`src/rtl/frame_sel_sequencer.sv`:
```
// frame_sel_sequencer
// Drives the SEL_W-bit frame select for the seven-segment pattern selector.
// The select steps through frames 0..i_last at a programmable prescaled rate.
// Playback modes are forward wrap, reverse wrap, ping-pong and one-shot
// forward. The block also supports pause with single-step, and restart.
// A one-cycle o_frame_tick accompanies every new o_sel value.
//
// Build option: define FRAME_SEL_STEP_SYNC_EN to pass i_step through a
// 2-flop synchronizer and rising-edge detector. In that build one step is
// taken per button press, with two extra cycles of latency. Without it,
// i_step is a synchronous level and steps once per cycle while high.

module frame_sel_sequencer #(
  parameter int DIV_W = 16,
  parameter int SEL_W = 4
) (
  input  logic             i_clk,
  input  logic             i_rst,
  input  logic             i_en,
  input  logic [DIV_W-1:0] i_div,
  input  logic [SEL_W-1:0] i_last,
  input  logic [1:0]       i_mode,
  input  logic             i_step,
  input  logic             i_restart,
  output logic [SEL_W-1:0] o_sel,
  output logic             o_frame_tick,
  output logic             o_done
);

  localparam logic [SEL_W-1:0] SEL_ZERO = {SEL_W{1'b0}};
  localparam logic [SEL_W-1:0] SEL_ONE  = {{(SEL_W-1){1'b0}}, 1'b1};
  localparam logic [DIV_W-1:0] DIV_ZERO = {DIV_W{1'b0}};
  localparam logic [DIV_W-1:0] DIV_ONE  = {{(DIV_W-1){1'b0}}, 1'b1};

  typedef enum logic [1:0] {
    MODE_FWD  = 2'b00,
    MODE_REV  = 2'b01,
    MODE_PING = 2'b10,
    MODE_ONCE = 2'b11
  } mode_t;

  // Ping-pong sweep direction; this is the only true state machine here.
  typedef enum logic {
    DIR_UP   = 1'b0,
    DIR_DOWN = 1'b1
  } dir_t;

  logic [DIV_W-1:0] presc_cnt;
  logic [DIV_W-1:0] presc_next;
  logic             presc_term;
  logic             step_event;
  logic             advance;
  mode_t            mode;
  dir_t             dir;
  dir_t             dir_next;
  logic [SEL_W-1:0] sel_inc;
  logic [SEL_W-1:0] sel_dec;
  logic [SEL_W-1:0] last_dec;
  logic [SEL_W-1:0] sel_next;
  logic             done_next;
  logic             tick_next;

  assign mode     = mode_t'(i_mode);
  assign sel_inc  = o_sel + SEL_ONE;
  assign sel_dec  = o_sel - SEL_ONE;
  assign last_dec = i_last - SEL_ONE;

  // A count above a freshly lowered i_div is treated as terminal, so the
  // prescaler never has to run all the way around its range.
  assign presc_term = (presc_cnt >= i_div);

`ifdef FRAME_SEL_STEP_SYNC_EN
  logic step_meta;
  logic step_sync;
  logic step_prev;

  // Two-flop synchronizer for the asynchronous step button, plus history bit.
  always_ff @(posedge i_clk or posedge i_rst) begin
    if (i_rst) begin
      step_meta <= 1'b0;
      step_sync <= 1'b0;
      step_prev <= 1'b0;
    end else begin
      step_meta <= i_step;
      step_sync <= step_meta;
      step_prev <= step_sync;
    end
  end

  assign step_event = step_sync & ~step_prev;
`else
  assign step_event = i_step;
`endif

  // Stepping is only meaningful while paused; auto-play owns the advance.
  assign advance = i_en ? presc_term : step_event;

  // Prescaler next count: cleared by restart, frozen while paused.
  always_comb begin
    presc_next = presc_cnt;
    if (i_restart) begin
      presc_next = DIV_ZERO;
    end else if (i_en) begin
      if (presc_term) begin
        presc_next = DIV_ZERO;
      end else begin
        presc_next = presc_cnt + DIV_ONE;
      end
    end else begin
      presc_next = presc_cnt;
    end
  end

  // Prescaler count register.
  always_ff @(posedge i_clk or posedge i_rst) begin
    if (i_rst) begin
      presc_cnt <= DIV_ZERO;
    end else begin
      presc_cnt <= presc_next;
    end
  end

  // Next-frame, direction, done and tick decode for the current advance.
  always_comb begin
    sel_next  = o_sel;
    done_next = o_done;
    tick_next = 1'b0;
    dir_next  = dir;
    if (i_restart) begin
      sel_next  = SEL_ZERO;
      done_next = 1'b0;
      dir_next  = DIR_UP;
    end else begin
      // Leaving ping-pong always re-arms the sweep in the upward direction.
      if (mode != MODE_PING) begin
        dir_next = DIR_UP;
      end else begin
        dir_next = dir;
      end
      if (advance) begin
        case (mode)
          MODE_FWD: begin
            tick_next = 1'b1;
            if (o_sel >= i_last) begin
              sel_next = SEL_ZERO;
            end else begin
              sel_next = sel_inc;
            end
          end
          MODE_REV: begin
            tick_next = 1'b1;
            if ((o_sel == SEL_ZERO) || (o_sel > i_last)) begin
              sel_next = i_last;
            end else begin
              sel_next = sel_dec;
            end
          end
          MODE_PING: begin
            tick_next = 1'b1;
            if (dir == DIR_UP) begin
              if (o_sel >= i_last) begin
                // Turn at the top; the endpoint is not repeated.
                dir_next = DIR_DOWN;
                if (i_last == SEL_ZERO) begin
                  sel_next = SEL_ZERO;
                end else begin
                  sel_next = last_dec;
                end
              end else begin
                sel_next = sel_inc;
              end
            end else begin
              if (o_sel == SEL_ZERO) begin
                // Turn at the bottom; a one-frame sequence just stays at 0.
                dir_next = DIR_UP;
                if (i_last != SEL_ZERO) begin
                  sel_next = SEL_ONE;
                end else begin
                  sel_next = SEL_ZERO;
                end
              end else if (o_sel > i_last) begin
                // i_last was lowered under us: come back inside the range.
                sel_next = i_last;
              end else begin
                sel_next = sel_dec;
              end
            end
          end
          MODE_ONCE: begin
            if (!o_done) begin
              tick_next = 1'b1;
              if (o_sel < i_last) begin
                sel_next  = sel_inc;
                done_next = (sel_inc == i_last);
              end else begin
                sel_next  = i_last;
                done_next = 1'b1;
              end
            end else begin
              // Completed one-shot holds silently until restart.
              sel_next  = o_sel;
              tick_next = 1'b0;
            end
          end
          default: begin
            sel_next  = o_sel;
            tick_next = 1'b0;
          end
        endcase
      end else begin
        sel_next  = o_sel;
        tick_next = 1'b0;
      end
    end
  end

  // Ping-pong direction state register.
  always_ff @(posedge i_clk or posedge i_rst) begin
    if (i_rst) begin
      dir <= DIR_UP;
    end else begin
      dir <= dir_next;
    end
  end

  // Registered frame select, done flag and frame tick.
  always_ff @(posedge i_clk or posedge i_rst) begin
    if (i_rst) begin
      o_sel        <= SEL_ZERO;
      o_done       <= 1'b0;
      o_frame_tick <= 1'b0;
    end else begin
      o_sel        <= sel_next;
      o_done       <= done_next;
      o_frame_tick <= tick_next;
    end
  end

endmodule
```
`config.mk`:
```
export PLATFORM = sky130hd
export DESIGN_NAME = frame_sel_sequencer
export DESIGN_NICKNAME = d
export VERILOG_FILES = /design/src/rtl/frame_sel_sequencer.sv
export SDC_FILE = /design/constraint.sdc
export NUM_CORES = 1
export LEC_CHECK = 0
export ABC_CLOCK_PERIOD_IN_PS = 4200
export CORE_MARGIN = 1.5
export CORE_UTILIZATION = 40
export DETAILED_ROUTE_END_ITERATION = 6
export GPL_ROUTABILITY_DRIVEN = 0
export GPL_TIMING_DRIVEN = 0
export SETUP_SLACK_MARGIN = 0.1
export SLEW_MARGIN = 20
export SYNTH_ARGS = -nofsm -noshare
export SYNTH_HDL_FRONTEND = slang
export SYNTH_SLANG_ARGS = --single-unit
export TNS_END_PERCENT = 20
```
`constraint.sdc`:
```
create_clock -name i_clk -period 4.2 [get_ports i_clk]
set_clock_uncertainty 0.1 [all_clocks]
set_input_delay 0.63 -clock i_clk [delete_from_list [all_inputs] [get_ports i_clk]]
set_output_delay 0.63 -clock i_clk [all_outputs]
set_load 0.005 [all_outputs]
```
# Yosys cells after proc, flatten, opt, wreduce, memory -nomap -nowiden
# Cells that the tools add are included.
[totals]
n_memories = 0
output_inout_bits = 6
ramBits = 0
in_bits = 27
reg_bits = 23
romBits = 0
latch_bits = 0
elab_cells = 63
[classes]
reduce_logical = 11
n_addsub = 4
mul = 0
mux = 33
order_cmp = 4
n_div = 0
eq_ne = 6
shift = 0
n_bitwise = 0
[ops]
columns = ["operator", "n"]
rows = [
  ["$mux W16", 3],
  ["$mux W4", 11],
  ["$mux W1", 17],
  ["$add A16 B1 Y16 const B", 1],
  ["$ge A16 B16 Y1", 1],
  ["$pmux W4 S4", 1],
  ["$logic_not A4 Y1", 2],
  ["$sub A4 B1 Y4 const B", 2],
  ["$reduce_bool A2 Y1", 3],
  ["$add A4 B1 Y4 const B", 1],
  ["$eq A2 B2 Y1 const B", 2],
  ["$eq A4 B4 Y1", 1],
  ["$ge A4 B4 Y1", 1],
  ["$gt A4 B4 Y1", 1],
  ["$lt A4 B4 Y1", 1],
  ["$reduce_and A2 Y1", 2],
  ["$reduce_bool A4 Y1", 1],
  ["$ne A3 B3 Y1 const B", 1],
  ["$reduce_or A3 Y1", 1],
  ["$eq A2 B1 Y1 const B", 1],
  ["$logic_not A2 Y1", 1],
  ["$ne A2 B2 Y1 const B", 1],
  ["$pmux W1 S2", 1],
  ["$logic_or A1 B1 Y1", 1],
]

# Depth between registers and ports, before layout
[logic_depth]
word_depth = 7
ltp_mapped = 10

# Worst setup path after synthesis
# No wires, ideal clock.
[synth_timing]
path_type = "input-to-reg"
from = "input i_div[7]"
to = "register o_sel[0]"
n_path_buf = 0
path_stages = 9
setup_slack_ns = 1.653
arrival_time_ns = 2.326
path_cell_list = "inv_1 -> ha_1 -> a21oi_1 -> o21ai_0 -> a2111oi_2 -> and3_4 -> a311oi_4 -> and2_4 -> a32o_1"
[synth_between]
elab_chain_len = 4
[synth_lines]
columns = ["item", "line", "text"]
rows = [
  ["start: declaration", "20", "input logic [DIV_W-1:0] i_div,"],
  ["$ge A16 B16 Y1", "70", "assign presc_term = (presc_cnt >= i_div);"],
  ["$mux W1", "96", "assign advance = i_en ? presc_term : step_event;"],
  ["$reduce_bool A2 Y1 (no line)", "--", ""],
  ["$reduce_and A2 Y1 (no line)", "--", ""],
  ["end signal: assignment", "233", "o_sel <= sel_next;"],
  ["end: declaration", "25", "output logic [SEL_W-1:0] o_sel,"],
]
# Every way passes these cells.
# A chain may end at the register's enable or synchronous reset.

# Worst setup path in the final report
[layout_timing]
from = "input i_last[3]"
to = "register o_sel[1]"
[layout_between]
elab_chain_len = 7
elab_cells_between_ends = 17
cone_classes = "3 x order compare; 12 x mux; 2 x reduce/logical"
[layout_lines]
columns = ["item", "line", "text"]
rows = [
  ["start: declaration", "21", "input logic [SEL_W-1:0] i_last,"],
  ["$gt A4 B4 Y1 / $logic_not A4 Y1 (equally long branches)", "152, 181, 164", ""],
  ["$mux W4 (on tied branches)", "181, 164", ""],
  ["$mux W4 (on tied branches)", "173, 161", ""],
  ["$mux W4", "160", "if (dir == DIR_UP) begin"],
  ["$pmux W4 S4 *", "141", "case (mode)"],
  ["$mux W4 *", "140", "if (advance) begin"],
  ["$mux W4 *", "129", "if (i_restart) begin"],
]
# Mark *: on every way between the ends. The rest lies on a longest branch, timed or not. The select of a mux whose other input is x is not followed.

==> metrics.txt <==
fin. max-slew vios 0; Crit. End Element register; Vias 2241; final period utilization 0.7656; data required time of the critical path 4280 ps; clock sink total 23; post_cts resized 0; IO Pins 33; Post-Synth Adder-Cell Area 0.1346; final wirelength 5973 um; Yosys cell types 56; initial antenna violation count 0; Final min period 3216 ps; Clk Latency, worst-skew pair 280 ps; fin area 2678 um2; row count 27; Worst Setup SP i_last[3]; Post-synth ARST share 1.000; core outline area 5439 um2; Startpoint Class input pin; vias in the first global route 2117; Area growth syn-to-layout 20.02%; PD cells 235.5 nW/um2; Synthesized Nets 334; largest cells by area after synthesis dfrtp_1 26%, ha_1 13%, nand2_1 5.7%; reg2reg path depth 9; Peak supply drop 174.0 uV; CTS Hold Buffers Added 0; first-pass GRT wire length 10210 um; clk slew on worst S/H paths 90 ps; largest net degree at the start of global routing 24; Synth area leader dfrtp_1; Worst Path Arrival 3290 ps; Die X-Extent 77.68 um; Worst Setup EP o_sel[1]$_DFFE_PP0P_; Crit Path Category input pin to register; DP Wirelength 4571 um; post-synthesis mux area share 0.005048; Slew headroom 0.4083; Seq cells post-synth 23; Post-synth EDFFs 0; vias per inst 5.746; XOR/XNOR Fraction of Synth Area 0.03533; worst hold path class register to register; RSZ-0062 raised after global routing no; PortBufs 31; GRT Resource Usage Total 0.2094; Fin Setup TNS 0 ps; endpoints failing setup 0; post-place instance area 2631 um2; Slew @ Worst Pin 886.6 ps; Max FO, Critical Path 6; simple-gate share of the synthesized area 0.2473; Overflow after GRT 0; share of cells above drive strength 1 0.06289; Initial Util 0.4102; most frequent cell after synthesis nand2_1; H-tree depth 1; status finished clean; utilization after layout 0.4923; largest family of logic cells by synthesized area compound AO/OA/AOI/OAI gates; nets 370; Clock Path Buffers 2; max_cap viols 0; leakage 1.228 nW; final hold viol count 0; R2R Path End presc_cnt[15]$_DFFE_PP0P_; synth cell count leaders 34 x nand2_1, 27 x nor2_1, 26 x inv_1; ant diodes 0; # DRC 0; clock root cell clkbuf_8; drt wl/cell 15.32 um; sequential fraction of the synthesis area 0.2580; worst reg2reg path startpoint presc_cnt[7]$_DFFE_PP0P_; CTS tree yes; Synth Instances 283; Synth Area in Compound Gates 0.2647; Post-Syn Area per Cell 7.883 um2; fmax 311.0 MHz; initial DRC count 140; total CTS buffers 3; Initial DRT Pass Iterations 4; area of the die 6034 um2; Synth Flop Type dfrtp_1; post-CTS setup buffer count 0; antenna-violating nets left 0; synthesized cell area 2231 um2; post-synth top area share 0.2580; setup slack, reg-to-reg 1470 ps; Die H 77.68 um; Synth Warn # 0
critical path, stage by stage:
cell and delay [ps]:
clkdlybuf4s50_1 580, inv_1 140, ha_1 400, a21oi_1 410, nand2_1 260, mux2_2 330
a31oi_1 160, o211ai_1 110, a32o_1 260
report_power, final:
group / internal, mW / total (mW) / switching [mW]
logic: 0.107 / 0.245 / 0.137
clock network: 0.0665 / 0.144 / 0.0777
registers: 0.228 / 0.242 / 0.0134
total: 0.402 / 0.630 / 0.228
logic make-up (layout without fill, tap and decap cells):
family                   Yosys count  count (layout)
flip-flops                        23              23
AO/OA/AOI/OAI                     84              84
buffers and inverters             32              67
adder cells (fa/ha/maj)           24              24
multiplexers                       1               1
XOR/XNOR                           9               9
AND/OR/NAND/NOR                  110             110
placed cells by master (no fill, tap or decap), types with 2 or more instances in the layout:
master and n:
nand2_1 34, clkdlybuf4s50_1 31, nor2_1 27, inv_1 26, ha_1 24, o21ai_0 23
dfrtp_1 23, a21oi_1 19, nand3_1 13, nor3_1 6, and3_1 6, a31oi_1 5
xnor2_1 5, o211ai_1 5, nand4_1 4, xor2_1 4, clkbuf_1 3, a311oi_1 3
nor4_1 3, a32o_1 3, o31ai_1 3, clkbuf_8 3, o21a_1 2, nand2b_1 2
nand3b_1 2, a21o_1 2, nor2b_1 2, buf_2 2, o211a_1 2, o41ai_1 2
through the flow:
stage               total power, mW  cells  hold WS (ps)  setup WS, ps
floorplan                    0.4038    283         348.7          1653
global placement             0.4872    386         391.3         761.2
detailed placement           0.4868    386         393.2         757.5
CTS                          0.6283    390         404.3          1028
global route                 0.6709    390         454.2         854.1
finish                       0.6305    390         410.6         984.4
final cells by class:
class                   count  area [um2]
flip-flops and latches     23       575.6
inverters                  27       101.3
plain buffers               5       21.27
clock inverters             1       5.005
fillers                   561        2761
multi-input cells         228        1533
clock buffers               3       41.29
repair buffers             31       310.3
well taps                  72       90.09
layer usage:
metal	GRT usage	vias up	wire, um	part of all wire
li1	-	1111	-	-
met1	0.3140	1051	2981	0.50
met5	0	-	0	0
met3	0.02941	7	376	0.063
met4	0.04182	0	55	0.0092
met2	0.3174	72	2560	0.43
how the worst min path moves through the flow:
stage / start / to / slack (ps) / cells after the start
2_1_floorplan: presc_cnt[15]$_DFFE_PP0P_ / presc_cnt[15]$_DFFE_PP0P_ / 350 / 1
3_3_place_gp: presc_cnt[15]$_DFFE_PP0P_ / presc_cnt[15]$_DFFE_PP0P_ / 390 / 1
3_5_place_dp: presc_cnt[15]$_DFFE_PP0P_ / presc_cnt[15]$_DFFE_PP0P_ / 390 / 1
4_1_cts: presc_cnt[15]$_DFFE_PP0P_ / presc_cnt[15]$_DFFE_PP0P_ / 400 / 1
5_1_grt: presc_cnt[15]$_DFFE_PP0P_ / presc_cnt[15]$_DFFE_PP0P_ / 450 / 1
6_report: presc_cnt[15]$_DFFE_PP0P_ / presc_cnt[15]$_DFFE_PP0P_ / 410 / 1
sequential cells by signal (all words and copies together) (netlist names):
register and count:
dir 1, o_sel 4, presc_cnt 16, o_done 1, o_frame_tick 1
(Power assumes the default switching activity.)
